`config.mk`:
```
export PLATFORM = sky130hd
export DESIGN_NAME = uart_rx
export DESIGN_NICKNAME = d
export VERILOG_FILES = /design/src/rtl/uart_pkg.sv /design/src/rtl/rx_sync.sv /design/src/rtl/uart_rx.sv
export SDC_FILE = /design/constraint.sdc
export NUM_CORES = 1
export LEC_CHECK = 0
export CAP_MARGIN = 5
export CORE_UTILIZATION = 58
export DETAILED_ROUTE_END_ITERATION = 16
export PLACE_DENSITY = 0.81
export SETUP_SLACK_MARGIN = 0.1
export SLEW_MARGIN = 20
export SYNTH_ARGS = -nofsm -noshare
export SYNTH_HDL_FRONTEND = slang
export SYNTH_HIERARCHICAL = 1
export SYNTH_SLANG_ARGS = --single-unit
```
`constraint.sdc`:
```
create_clock -name clk -period 2.7 [get_ports clk]
set_clock_uncertainty 0.15 [all_clocks]
set_input_delay 0.27 -clock clk [delete_from_list [all_inputs] [get_ports clk]]
set_output_delay 0.27 -clock clk [all_outputs]
set_load 0.01 [all_outputs]
```
`src/rtl/uart_pkg.sv`:
```
// rtl/uart_pkg.sv - shared UART constants and receiver state encoding
package uart_pkg;

  localparam logic [11:0] BAUD_DEFAULT = 12'hA2C;

  typedef enum logic [1:0] {IDLE, START, DATA, STOP} rx_state_t;

  function automatic logic [11:0] half_bit(input logic [11:0] baud);
    return {1'b0, baud[11:1]};
  endfunction

endpackage

```
`src/rtl/rx_sync.sv`:
```
// rtl/rx_sync.sv - two-flop RX synchroniser plus edge flop, preset to idle-high
module rx_sync (
  input  logic clk,
  input  logic rst_n,
  input  logic rx,
  output logic rx_s,
  output logic fall
);

  logic rx_ff1;
  logic rx_ff2;
  logic rx_ff3;

  // Preset to 1 so leaving reset never looks like a falling start edge.
  always_ff @(posedge clk or negedge rst_n) begin
    if (!rst_n) begin
      rx_ff1 <= 1'b1;
      rx_ff2 <= 1'b1;
      rx_ff3 <= 1'b1;
    end else begin
      rx_ff1 <= rx;
      rx_ff2 <= rx_ff1;
      rx_ff3 <= rx_ff2;
    end
  end

  assign rx_s = rx_ff2;
  assign fall = rx_ff3 & ~rx_ff2;

endmodule

```
`src/rtl/uart_rx.sv`:
```
// rtl/uart_rx.sv - 8N1 UART receiver with centre sampling, rdy handshake and framing flag
module uart_rx
  import uart_pkg::*;
#(
  parameter logic [11:0] BAUD = BAUD_DEFAULT
) (
  input  logic       clk,
  input  logic       rst_n,
  input  logic       RX,
  input  logic       clr_rdy,
  output logic [7:0] rx_data,
  output logic       rdy,
  output logic       frm_err
);

  // Counters run N-1..0, so one bit spans exactly BAUD clocks.
  localparam logic [11:0] HALF_LOAD = half_bit(BAUD) - 12'd1;
  localparam logic [11:0] BIT_LOAD  = BAUD - 12'd1;

  rx_state_t   state;
  logic [11:0] baud_cnt;
  logic [3:0]  bit_cnt;
  logic [7:0]  shift_reg;
  logic        rx_s;
  logic        fall;
  logic        baud_zero;

  rx_sync u_rx_sync (
    .clk  (clk),
    .rst_n(rst_n),
    .rx   (RX),
    .rx_s (rx_s),
    .fall (fall)
  );

  assign baud_zero = (baud_cnt == 12'd0);

  always_ff @(posedge clk or negedge rst_n) begin
    if (!rst_n) begin
      state     <= IDLE;
      baud_cnt  <= 12'd0;
      bit_cnt   <= 4'd0;
      shift_reg <= 8'h00;
      rx_data   <= 8'h00;
      rdy       <= 1'b0;
      frm_err   <= 1'b0;
    end else begin
      if (clr_rdy) rdy <= 1'b0;
      case (state)
        IDLE: begin
          if (fall) begin
            state    <= START;
            baud_cnt <= HALF_LOAD;
            bit_cnt  <= 4'd0;
            rdy      <= 1'b0;
          end
        end
        START: begin
          if (baud_zero) begin
            // A high line at start-bit centre was a glitch.
            if (rx_s) begin
              state <= IDLE;
            end else begin
              state    <= DATA;
              baud_cnt <= BIT_LOAD;
            end
          end else begin
            baud_cnt <= baud_cnt - 12'd1;
          end
        end
        DATA: begin
          if (baud_zero) begin
            shift_reg <= {rx_s, shift_reg[7:1]};
            bit_cnt   <= bit_cnt + 4'd1;
            baud_cnt  <= BIT_LOAD;
            if (bit_cnt == 4'd7) state <= STOP;
          end else begin
            baud_cnt <= baud_cnt - 12'd1;
          end
        end
        STOP: begin
          // Completion overrides a same-cycle clr_rdy.
          if (baud_zero) begin
            rx_data <= shift_reg;
            frm_err <= ~rx_s;
            rdy     <= 1'b1;
            state   <= IDLE;
          end else begin
            baud_cnt <= baud_cnt - 12'd1;
          end
        end
        default: state <= IDLE;
      endcase
    end
  end

endmodule

```
== After elaboration in Yosys (flattened, before gate mapping) ==
Cells that the tools add are included.

* Register bits after elaboration: 39
* Word-level logic and storage cells: 53
* Bits of input ports: 4
* Output and inout bits: 10

* $add $sub $neg: 2
* Bitwise logic cells: 2
* Mux-type cells: 20
* Equality and inequality tests: 11
* Reduce and logical (&&, ||, !) cells: 8

{| class="wikitable"
|+ Operators with widths
! cell !! count
|-
| 12-bit 2-to-1 mux || 5
|-
| 12-bit case mux with 4 select lines || 1
|-
| 12-bit logical NOT || 1
|-
| 2-bit 2-to-1 mux || 6
|-
| 2-bit != test (second input constant) || 6
|-
| 12-bit by 1-bit subtractor with 12-bit output (second input constant) || 1
|-
| 4-bit 2-to-1 mux || 2
|-
| 2-bit case mux with 4 select lines || 1
|-
| 4-bit case mux with 2 select lines || 1
|-
| 3-bit AND reduction || 2
|-
| 5-bit AND reduction || 1
|-
| 4-bit by 1-bit adder with 4-bit output (second input constant) || 1
|-
| 2-bit equality test (second input constant) || 2
|-
| 4-bit by 3-bit equality test with 1-bit output (second input constant) || 1
|-
| 2-bit AND reduction || 2
|-
| 1-bit 2-to-1 mux || 3
|-
| 3-bit != test (second input constant) || 1
|-
| 2-bit by 1-bit equality test with 1-bit output (second input constant) || 1
|-
| 2-bit logical NOT || 1
|-
| 1-bit case mux with 2 select lines || 1
|-
| 2-bit nonzero test || 1
|-
| 1-bit AND || 1
|-
| 1-bit NOT || 1
|}

== Logic depth before layout (Yosys ltp) ==
Gate-level depths: netlist (run 1).

* Depth after elaboration: 4
* Depth in mapped cells: 9
* Depth with buffers taken out: 7

== Cells and area by module ==
Netlist (run 1), hierarchy kept.

{| class="wikitable"
|+ Modules (own cells, without submodules)
! module !! cells an instance !! area an instance (µm²) !! times used !! seq. area each (µm²)
|-
| uart_rx || 194 || 1979.4 || 1 || 900.9
|-
| rx_sync || 4 || 92.6 || 1 || 78.8
|}

== Least setup slack after synthesis (run 1) ==
OpenSTA, ideal clock, no wires.

* Path type: flip-flop to flip-flop
* Start: register baud_cnt[0]
* End: register bit_cnt[1]
* Setup time: 0.126 ns
* Arrival: 1.706 ns
* Path slack: 0.718 ns
* Clock period less this slack: 1.982 ns
* Cell stages (with the launch flop): 10
* Buffers on the path: 2
* Data required time: 2.424 ns
* Path through: dfrtp_1 inv_1 ha_1 nor3b_2 and4_1 buf_4 buf_6 nand3_1 nand2_1 a221o_1

* Cells in the longest elaborated chain, start to end: 3

{| class="wikitable"
|+ Ends and longest elaborated chain
! what !! line !! text
|-
| start, declared || uart_rx.sv:21 || <nowiki>logic [11:0] baud_cnt;</nowiki>
|-
| start signal, assigned || uart_rx.sv:68 || <nowiki>baud_cnt <= baud_cnt - 12'd1;</nowiki>
|-
| start signal, assigned || uart_rx.sv:78 || <nowiki>baud_cnt <= baud_cnt - 12'd1;</nowiki>
|-
| start signal, assigned || uart_rx.sv:89 || <nowiki>baud_cnt <= baud_cnt - 12'd1;</nowiki>
|-
| 12-bit logical NOT || uart_rx.sv:36 || <nowiki>assign baud_zero = (baud_cnt == 12'd0);</nowiki>
|-
| 2-bit != test (no source line) || n/a ||
|-
| 3-bit AND reduction (no source line) || n/a ||
|-
| end signal, assigned || uart_rx.sv:74 || <nowiki>bit_cnt <= bit_cnt + 4'd1;</nowiki>
|-
| end, declared || uart_rx.sv:22 || <nowiki>logic [3:0] bit_cnt;</nowiki>
|}

Every way passes these cells.
A chain may end at the register's enable or synchronous reset.

== Worst setup path in the final report (run 1) ==
* Start: register baud_cnt[0]
* End: register baud_cnt[2]

* Cells in the longest elaborated chain, start to end: 3
* Elaborated cells on any way between the ends: 9
* Those cells by class: add/sub (1); eq/ne (2); mux (4); reduce/logical (2)

{| class="wikitable"
|+ Ends and longest elaborated chain
! what !! line !! text
|-
| 12-bit by 1-bit subtractor with 12-bit output or 12-bit logical NOT (tied branches) || n/a ||
|-
| 12-bit 2-to-1 mux (tied with other cells) || uart_rx.sv:83 || <nowiki>if (baud_zero) begin</nowiki>
|-
| 12-bit case mux with 4 select lines or 3-bit AND reduction (tied branches) || n/a ||
|}

Several ways; a longest one is shown, not always the timed one. The select of a mux whose other input is x is not followed.

==> results of run 1 <==
final cells by class:
class	instances	area (um^2)	area share
clock buffers	5	37.5	0.0159
clock inverters	3	67.6	0.0287
inverters	9	33.8	0.0143
multi-input cells	144	1020	0.434
flip-flops and latches	39	980	0.416
well taps	46	57.6	0.0244
repair buffers	17	158	0.0669
cell families (layout without fill, tap and decap cells):
family,after synthesis,after routing
buffers and inverters,15,34
AOI/OAI and AO/OA,51,51
adders and majority gates,7,7
DFF,39,39
and+or+nand+nor,68,68
muxes,18,18
metrics by stage:
stage / worst slack [ns] / area, um^2 / power, mW / util / cells
after floorplan: 0.718 / 2070 / 1.79 / - / 198
after global placement: 0.509 / 2240 / 2.04 / 0.661 / 254
after detailed placement: 0.354 / 2240 / 2.12 / 0.661 / 254
after CTS: 0.335 / 2360 / 2.61 / 0.695 / 263
after global routing: 0.148 / 2360 / 2.80 / 0.695 / 263
final: 0.294 / 2360 / 2.63 / 0.695 / 263
where the power goes:
| group | total, mW | internal (mW) | switching [mW] |
|---|---|---|---|
| sequential | 0.896 | 0.704 | 0.192 |
| combinational | 1.25 | 0.477 | 0.770 |
| clock | 0.485 | 0.288 | 0.197 |
| total | 2.63 | 1.47 | 1.16 |
placed cells by master, fill, tap and decap left out, types with 2 or more instances in the layout:
cell type,count
nand2_1,11
mux2_2,13
a31oi_1,5
o21ai_0,12
mux2i_1,2
dfrtp_1,36
bufinv_16,2
buf_4,3
o22a_1,2
clkbuf_4,5
clkdlybuf4s50_1,12
a21o_1,3
a311oi_1,2
nor4_1,2
inv_1,9
nand3_1,11
nor3_1,6
dfstp_2,3
ha_1,7
a211oi_1,3
a21oi_1,11
nor2_1,13
nand4_1,9
o21ai_1,2
and4_1,2
nand2b_1,2
mux2_1,3
cells in the mapped netlist, types with 2 or more instances:
cell and instances:
dfstp_2 3, o21ai_1 2, nor2_1 13, nand2b_1 2
o22a_1 2, mux2_2 13, o21ai_0 12, clkbuf_1 2
dfrtp_1 36, nand4_1 9, a211oi_1 3, and4_1 2
inv_1 9, nor4_1 2, a311oi_1 2, a21o_1 3
mux2_1 3, a31oi_1 5, mux2i_1 2, a21oi_1 11
nand2_1 11, ha_1 7, nor3_1 6, nand3_1 11
worst paths after layout:
path,startpoint,end
hold reg to reg,u_rx_sync/rx_ff1,u_rx_sync/rx_s
hold / removal,RX,u_rx_sync/rx_ff1
setup reg to reg,baud_cnt[0],baud_cnt[2]
min in group asynchronous,rst_n,baud_cnt[2]
setup / recovery,baud_cnt[0],baud_cnt[2]
max in group asynchronous,rst_n,state[0]
worst reg2reg max path: stages (launching register included):
cell	delay [ns]
dfrtp_1	0.48
inv_1	0.13
ha_1	0.21
nor3b_2	0.19
and4_1	0.29
buf_4	0.20
o21ai_1	0.35
a21oi_1	0.14
nor3_1	0.21
routing by layer:
layer | up-vias | global-route usage | wire (um)
met5 | - | 0 | 0
met4 | 0 | 0.0698 | 53
met3 | 9 | 0.0663 | 283
met2 | 63 | 0.425 | 2220
met1 | 820 | 0.328 | 1800
li1 | 778 | - | -
==> impl_results.md, run 1 <==
* Ranking of synthesized cells by area: dfrtp_1, mux2_2, ha_1
* Port Buffer Count at 13
* Post-synthesis compound-gate area fraction at 0.159
* Cell variety after synth at 51
* RSZ-0062 raised after global routing: false
* DRT Wirelength at 4360 um
* YS warnings at 6
* Fillers at 250
* Critical path's slowest cell: dfrtp_1
* Bufs and invs on worst path at 2
* Hold Path Class: in -> reg
* RePlAce Congestion at 0.888
* Synth area leader: dfrtp_1
* Diodes inserted at 0
* Stages on worst setup path at 8
* R2R Setup Slk at just under 0.3 ns
* GR Util All Layers at 0.254
* PwrDens at 1110 nW/um^2
* H-tree levels at 2
* Cell count after synthesis at 198
* Worst-path clk slew at around 0.12 ns
* CTS sink cnt at 39
* First-pass GRT wire length at 6860 um
* Max Cap Viol at 0
* Share of the synthesized area in the top cell type at 0.435
* Layout cell share with drive strength beyond 1 at 0.175
* Sequential area share after synthesis at 0.473
* Initial antenna violation count at 0
* Drt wl/cell at about 17 um
* Crit-path cells: inv_1 -> ha_1 -> nor3b_2 -> and4_1 -> buf_4 -> o21ai_1 -> a21oi_1 -> nor3_1
* CP peak stage delay at 0.48 ns
* Drt pass-1 iters at 5
* TritonCTS clock tree: done
* Leak at 1.09 nW
* Vias in the first global route at 1,499
* EDFF count, synth at 0
* F_max at about 420 MHz
* Main combinational cell family by area after synthesis: simple AND/OR/NAND/NOR gates
* Crit path kind: reg -> reg
* Post-Synth Adder-Cell Area at 0.0423
* Nets at 227
* CP startpoint kind: flip-flop
* Fin. Hold Viols at 0
* Largest net degree at the start of global routing at 40
* Die Y at around 60 um
* Status: completed
* Hpwl dp at 3110 um
* # rows at 21
* Ports at 14
* Synthesized flop and latch total at 39
* Post-route DRC violation count at 0
* CP Capture Type: flip-flop
* Max reg flops at 12
* DR iter-0 viols at 142
* Fin Setup TNS at 0 ns
* Post-layout min period at 2.41 ns
* Post-synth ARST share at 1.00
* Reg2reg path depth at 8
* Syn_area_per_cell at 10.5 um^2
* Hold Slack at 0.165 ns
* Post-CTS Hold Fix Bufs at 1
* Relative slew slack at 0.460
* Num CTS Buffers at 5
* Quantity of gates resized following cts at 0
* Die Area at 3820 um^2
* Setup Fix Bufs, Post-CTS at 0
* Vias post-DR at 1,670
* Core Region at between 3000 and 4000 um^2
* Mapped Area at 2070 um^2
* Initial Utilization at 0.611
* Clock latency on the worst-skew pair at between 0.3 and 0.4 ns
* XOR/XNOR Fraction of Synth Area at 0
* Clock root cell: clkbuf_4
* Final setup viols at 0
* Worst Path Max Fanout at 11
* Final Cycle Share at 0.891
* Post-synthesis simple-gate area fraction at 0.196
* Layout area overhead at 13.8%
* Post-synthesis mux area share at 0.0966
* Die width at 61.8 um
* WP data required at 2.83 ns
* Clock Tree Buf Depth at 2
* Crit path DAT at around 2.5 ns
* Congestion Overflow GR at 0
* Ys flop type: dfrtp_1
* Vias per inst at 6.35
* Slew of the pin with the lowest slew margin at 0.810 ns
* Max Slew Vio Count at 0
* Hold Path Stages at 1
* Antenna violation net count after detailed routing at 0
* Syn nets at between 200 and 250
* Kind of cell adding the most delay to the critical path: simple AND/OR/NAND/NOR gates
* Maximum vdd ir drop at 0.664 mV
Power figures use the tool's default switching activity.
==> run 2: changes to the inputs <==
Settings changed: CORE_UTILIZATION 58 to 60, DONT_BUFFER_PORTS set to 1, PLACE_DENSITY 0.81 to 0.78.
==> impl_results.md, run 2 (synthesized netlist as in run 1, its figures left out) <==
* CP startpoint kind: flip-flop (unchanged)
* Max Slew Vio Count at 0 (unchanged)
* Worst Path Max Fanout at 11 (unchanged)
* Clock latency on the worst-skew pair at 0.37 ns (was 0.36 ns)
* CTS sink cnt at 39 (unchanged)
* Num CTS Buffers at 5 (unchanged)
* Hold Path Class: in -> async (was in -> reg)
* Clock Tree Buf Depth at 2 (unchanged)
* Leak at 1.04 nW (was 1.09 nW)
* CP endpoint: shift_reg[7] (was baud_cnt[2])
* PwrDens at 1090 nW/um^2 (was 1110 nW/um^2)
* Met3 GRT Util at 0.0789 (was 0.0663)
* Terminus of the critical flop-to-flop path: shift_reg[7] (was baud_cnt[2])
* Ports at 14 (unchanged)
* Crit path DAT at 2.54 ns (about the same)
* Status: completed (unchanged)
* Antenna violation net count after detailed routing at 0 (unchanged)
* Post-route DRC violation count at 0 (unchanged)
* Max reg flops at 12 (unchanged)
* Initial antenna violation count at 0 (unchanged)
* F_max at 409 MHz (was 416 MHz)
* Layout area overhead at 7.25% (was 13.8%)
* H-tree levels at 2 (unchanged)
* Crit path kind: reg -> reg (unchanged)
* Fin. Hold Viols at 0 (unchanged)
* Worst-path clk slew at 0.13 ns (was 0.12 ns)
* Pre-CTS WS at 0.317 ns (was 0.354 ns)
* Drt wl/cell at 16.9 um (was 16.6 um)
* Post-layout min period at 2.44 ns (was 2.41 ns)
* RePlAce Congestion at 0.911 (was 0.888)
* First-pass GRT wire length at 7240 um (was 6860 um)
* Met2 usage at 0.440 (was 0.425)
* GR Util All Layers at 0.274 (was 0.254)
* Vias post-DR at 1,652 (was 1,670)
* Relative slew slack at 0.653 (was 0.460)
* Clock root cell: clkbuf_4 (unchanged)
* Maximum vdd ir drop at 0.468 mV (was 0.664 mV)
* R2R Setup Slk at 0.26 ns (was 0.29 ns)
* Fin Setup TNS at 0 ns (unchanged)
* Hold Slack at 0.180 ns (was 0.165 ns)
* Layout cell share with drive strength beyond 1 at 0.184 (was 0.175)
* Largest net degree at the start of global routing at 40 (unchanged)
* Fillers at 256 (was 250)
* Hpwl dp at 2940 um (was 3110 um)
* Register area at 980 um^2 (unchanged)
* M1 GR Usage at 0.357 (was 0.328)
* Critical R2R Launch: baud_cnt[0] (unchanged)
* Congestion Overflow GR at 0 (unchanged)
* Max Cap Viol at 0 (unchanged)
* Vias per inst at 6.58 (was 6.35)
* Final setup viols at 0 (unchanged)
* Die Area at 3690 um^2 (was 3820 um^2)
* CP Capture Type: flip-flop (unchanged)
* Port Buffer Count at 0 (was 13)
* Multi-input logic area at 1020 um^2 (unchanged)
* Core Region at 3150 um^2 (was 3390 um^2)
* Most frequent cells in the layout: dfrtp_1, nor2_1, mux2_2, o21ai_0 (was dfrtp_1, nor2_1, mux2_2, o21ai_0, clkdlybuf4s50_1)
* Busiest grt layer: met2 (unchanged)
* Setup Fix Bufs, Post-CTS at 0 (unchanged)
* Post-Place Cell Area at 2110 um^2 (was 2240 um^2)
* Final Cycle Share at 0.905 (was 0.891)
* DRT Wirelength at 4230 um (was 4360 um)
* DR iter-0 viols at 130 (was 142)
* # rows at 20 (was 21)
* Finished Cell Area at 2220 um^2 (was 2360 um^2)
* Crit path launch: baud_cnt[0] (unchanged)
* Die width at 60.8 um (was 61.8 um)
* Drt pass-1 iters at 4 (was 5)
* Setup WS post-layout at 0.256 ns (was 0.294 ns)
* TritonCTS clock tree: done (unchanged)
* Most common cell after layout, fill and taps aside: dfrtp_1 (unchanged)
* Initial Utilization at 0.657 (was 0.611)
* WP data required at 2.79 ns (was 2.83 ns)
* RSZ-0062 raised after global routing: false (unchanged)
* Slew of the pin with the lowest slew margin at 0.518 ns (was 0.810 ns)
* Vias in the first global route at 1,606 (was 1,499)
* Diodes inserted at 0 (unchanged)
* Die Y at 60.8 um (was 61.8 um)
* Nets at 217 (was 227)
* Reg2reg path depth at 6 (was 8)
[run 2: cell types whose count changed in the layout (fill, tap and decap cells not counted)]
cell,previous run,this run
buf_12,0,1
buf_2,1,0
bufinv_16,2,0
clkdlybuf4s50_1,12,0
clkinv_2,0,1
clkinvlp_4,1,2
dlygate4sd3_1,1,3
[run 2: repair_timing]
item	CTS	global route
endpoints found under the hold margin	41	0
hold buffers	4	0
resized for setup	0	0
[run 2: cell type report]
cell class,instances,area share
inverters,9,0.0152
repair buffers,7,0.0327
clock buffers,5,0.0169
flip-flops and latches,39,0.441
clock inverters,3,0.00901
well taps,44,0.0248
multi-input cells,144,0.461
[run 2: worst max-delay path: stages (launching register included)]
cell     delay (ns)
dfrtp_1        0.46
inv_1          0.13
ha_1           0.14
nor3b_2        0.31
and4_1         0.57
nand2_2        0.24
mux2_2         0.32
[run 2: how the worst min path moves through the flow]
| stage | start | endpoint | slack, ns | cells after the start |
|---|---|---|---|---|
| global placement | rst_n | baud_cnt[4] | -0.17 | 0 |
| global route | rst_n | baud_cnt[4] | 0.19 | 2 |
| CTS | rst_n | baud_cnt[4] | 0.18 | 2 |
| floorplan | rst_n | async pin | -0.18 | 0 |
| finish | rst_n | baud_cnt[5] | 0.18 | 2 |
| detailed placement | rst_n | baud_cnt[5] | -0.17 | 0 |
[run 2: through the flow]
stage | util | total power, mW | instances
after detailed placement | 0.671 | 2.08 | 239
final | 0.705 | 2.42 | 251
after global placement | 0.671 | 2.02 | 239
after floorplan | - | 1.79 | 198
after global routing | 0.705 | 2.60 | 251
after CTS | 0.705 | 2.41 | 251
[run 2: report_power, final]
group          switching, mW  internal, mW
logic                  0.754         0.467
clock network          0.204        0.0993
registers              0.197         0.704
total                   1.15          1.27
[run 2: per-layer routing]
metal  routed length (um)  vias up
met5                    0        -
met1                 1770      811
met2                 2060       79
li1                     -      754
met3                  335        8
met4                   65        0
==> run 3: changes to the inputs <==
Settings changed: GPL_TIMING_DRIVEN set to 0.
==> impl_results.md, run 3 (synthesized netlist as in run 1, its figures left out) <==
* Status: completed (unchanged)
* Pre-CTS WS at 0.426 ns (was 0.317 ns)
* Core Region at 3150 um^2 (unchanged)
* Final Cycle Share at 0.863 (was 0.905)
* Logic pwr share at 0.508 (was 0.503)
* Critical path's slowest cell: dfrtp_1 (was and4_1)
* Crit path kind: reg -> reg (unchanged)
* Die Area at 3690 um^2 (unchanged)
* Most used cell, CP: inv_1
* Multi-input logic area at 1020 um^2 (unchanged)
* TritonCTS clock tree: done (unchanged)
* WP data required at 2.85 ns (was 2.79 ns)
* Reg2reg path depth at 8 (was 6)
* Setup Fix Bufs, Post-CTS at 0 (unchanged)
* Leak at 1.05 nW (was 1.04 nW)
* Fin Setup TNS at 0 ns (unchanged)
* Most common cell after layout, fill and taps aside: dfrtp_1 (unchanged)
* Crit-path cells: inv_1 -> ha_1 -> clkbuf_1 -> inv_1 -> a21oi_1 -> nand2_1 -> nor4_1 -> o22a_1 (was inv_1 -> ha_1 -> nor3b_2 -> and4_1 -> nand2_2 -> mux2_2)
* Vias per inst at 6.22 (was 6.58)
* Ports at 14 (unchanged)
* Kind of cell adding the most delay to the critical path: buffers and inverters (was simple AND/OR/NAND/NOR gates)
* Congestion Overflow GR at 0 (unchanged)
* Die Y at 60.8 um (unchanged)
* # rows at 20 (unchanged)
* CP peak stage delay at 0.45 ns (was 0.57 ns)
* Clock Tree Buf Depth at 2 (unchanged)
* Clock root cell: clkbuf_4 (unchanged)
* Slew of the pin with the lowest slew margin at 0.624 ns (was 0.518 ns)
* RePlAce Congestion at 0.915 (was 0.911)
* Initial antenna violation count at 0 (unchanged)
* Post-route DRC violation count at 0 (unchanged)
* Layout cell share with drive strength beyond 1 at 0.181 (was 0.184)
* Max Slew Vio Count at 0 (unchanged)
* Seq pwr share at 0.366 (was 0.372)
* Crit path launch: state[0] (was baud_cnt[0])
* Crit path DAT at 2.48 ns (was 2.54 ns)
* Clk pwr share at 0.126 (was 0.125)
* P_sw at 1.12 mW (was 1.15 mW)
* Nets at 220 (was 217)
* Num CTS Buffers at 5 (unchanged)
* Antenna violation net count after detailed routing at 0 (unchanged)
* Critical R2R Launch: state[0] (was baud_cnt[0])
* Hold Path Class: in -> async (unchanged)
* DRT Wirelength at 4000 um (was 4230 um)
* Post-layout min period at 2.33 ns (was 2.44 ns)
* Initial Utilization at 0.657 (unchanged)
* Most frequent cells in the layout: dfrtp_1, nor2_1, mux2_2, o21ai_0 (unchanged)
* Fin. Hold Viols at 0 (unchanged)
* Max Cap Viol at 0 (unchanged)
* Die width at 60.8 um (unchanged)
* Vias post-DR at 1,580 (was 1,652)
* Relative slew slack at 0.580 (was 0.653)
* F_max at 429 MHz (was 409 MHz)
* RSZ-0062 raised after global routing: false (unchanged)
* Hpwl dp at 2820 um (was 2940 um)
* Drt pass-1 iters at 5 (was 4)
* R2R Setup Slk at 0.37 ns (was 0.26 ns)
* Maximum vdd ir drop at 0.546 mV (was 0.468 mV)
* Int Power at 1.26 mW (was 1.27 mW)
* Sw Ratio at 0.471 (was 0.476)
* Register area at 980 um^2 (unchanged)
* Drt wl/cell at 15.8 um (was 16.9 um)
* PwrDens at 1060 nW/um^2 (was 1090 nW/um^2)
* Diodes inserted at 0 (unchanged)
* Fillers at 227 (was 256)
* Worst Path Max Fanout at 8 (was 11)
* Layout area overhead at 7.85% (was 7.25%)
* Hold Slack at 0.208 ns (was 0.180 ns)
* Setup WS post-layout at 0.370 ns (was 0.256 ns)
* DR iter-0 viols at 104 (was 130)
* Final setup viols at 0 (unchanged)
* GR Util All Layers at 0.259 (was 0.274)
* Max reg flops at 12 (unchanged)
* Largest net degree at the start of global routing at 40 (unchanged)
* First-pass GRT wire length at 6890 um (was 7240 um)
* CP Capture Type: flip-flop (unchanged)
* Worst-path clk slew at 0.13 ns (about the same)
* Clock latency on the worst-skew pair at 0.35 ns (was 0.37 ns)
* H-tree levels at 2 (unchanged)
* CP startpoint kind: flip-flop (unchanged)
* Vias in the first global route at 1,514 (was 1,606)
* Port Buffer Count at 0 (unchanged)
* CTS sink cnt at 39 (unchanged)
* Bufs and invs on worst path at 3 (was 1)
* Terminus of the critical flop-to-flop path: baud_cnt[9] (was shift_reg[7])
## run 3: cell count changes in the layout (fill, tap and decap cells not counted)
cell      change
buf_4         -2
clkbuf_1      +2
buf_1         +1
buf_2         +1
buf_6         +1
## run 3: metrics by stage
stage / power [mW] / utilization / instances / instance area (um^2)
finish: 2.38 / 0.709 / 254 / 2230
global placement: 2.01 / 0.675 / 242 / 2130
detailed placement: 2.06 / 0.675 / 242 / 2130
floorplan: 1.79 / - / 198 / 2070
CTS: 2.37 / 0.709 / 254 / 2230
global route: 2.57 / 0.709 / 254 / 2230
## run 3: worst max path at each step
stage                  end  cells past startpoint
5_1_grt        baud_cnt[9]                      8
3_3_place_gp   baud_cnt[9]                      8
3_5_place_dp   baud_cnt[2]                      8
6_report       baud_cnt[9]                      8
4_1_cts        baud_cnt[2]                      8
2_1_floorplan   bit_cnt[1]                      9
## run 3: per-layer routing
layer,up-vias,part of all wire,GRT usage
met2,60,0.47,0.394
met3,5,0.064,0.0768
met4,0,0.0082,0.0942
met5,-,0,0
met1,756,0.46,0.355
li1,759,-,-
## run 3: layout make-up
type | count | area share
sequential | 39 | 0.438
timing repair buffer | 4 | 0.0224
buffer | 6 | 0.0157
clock inverter | 3 | 0.00896
inverter | 9 | 0.0151
multi-input combinational | 144 | 0.458
tap | 44 | 0.0246
clock buffer | 5 | 0.0168
## run 3: power by group through the flow
stage | registers (mW) | logic [mW] | clock network [mW]
after detailed placement | 0.880 | 1.18 | 0
after global placement | 0.875 | 1.13 | 0
after floorplan | 0.847 | 0.939 | 0
after CTS | 0.869 | 1.20 | 0.306
after global routing | 0.892 | 1.34 | 0.335
final | 0.870 | 1.21 | 0.299
## run 3: what timing repair did
item | 4_1_cts | 5_1_grt
hold buffers | 4 | 0
gates resized for setup | 0 | 0
hold endpoints to repair | 41 | 0
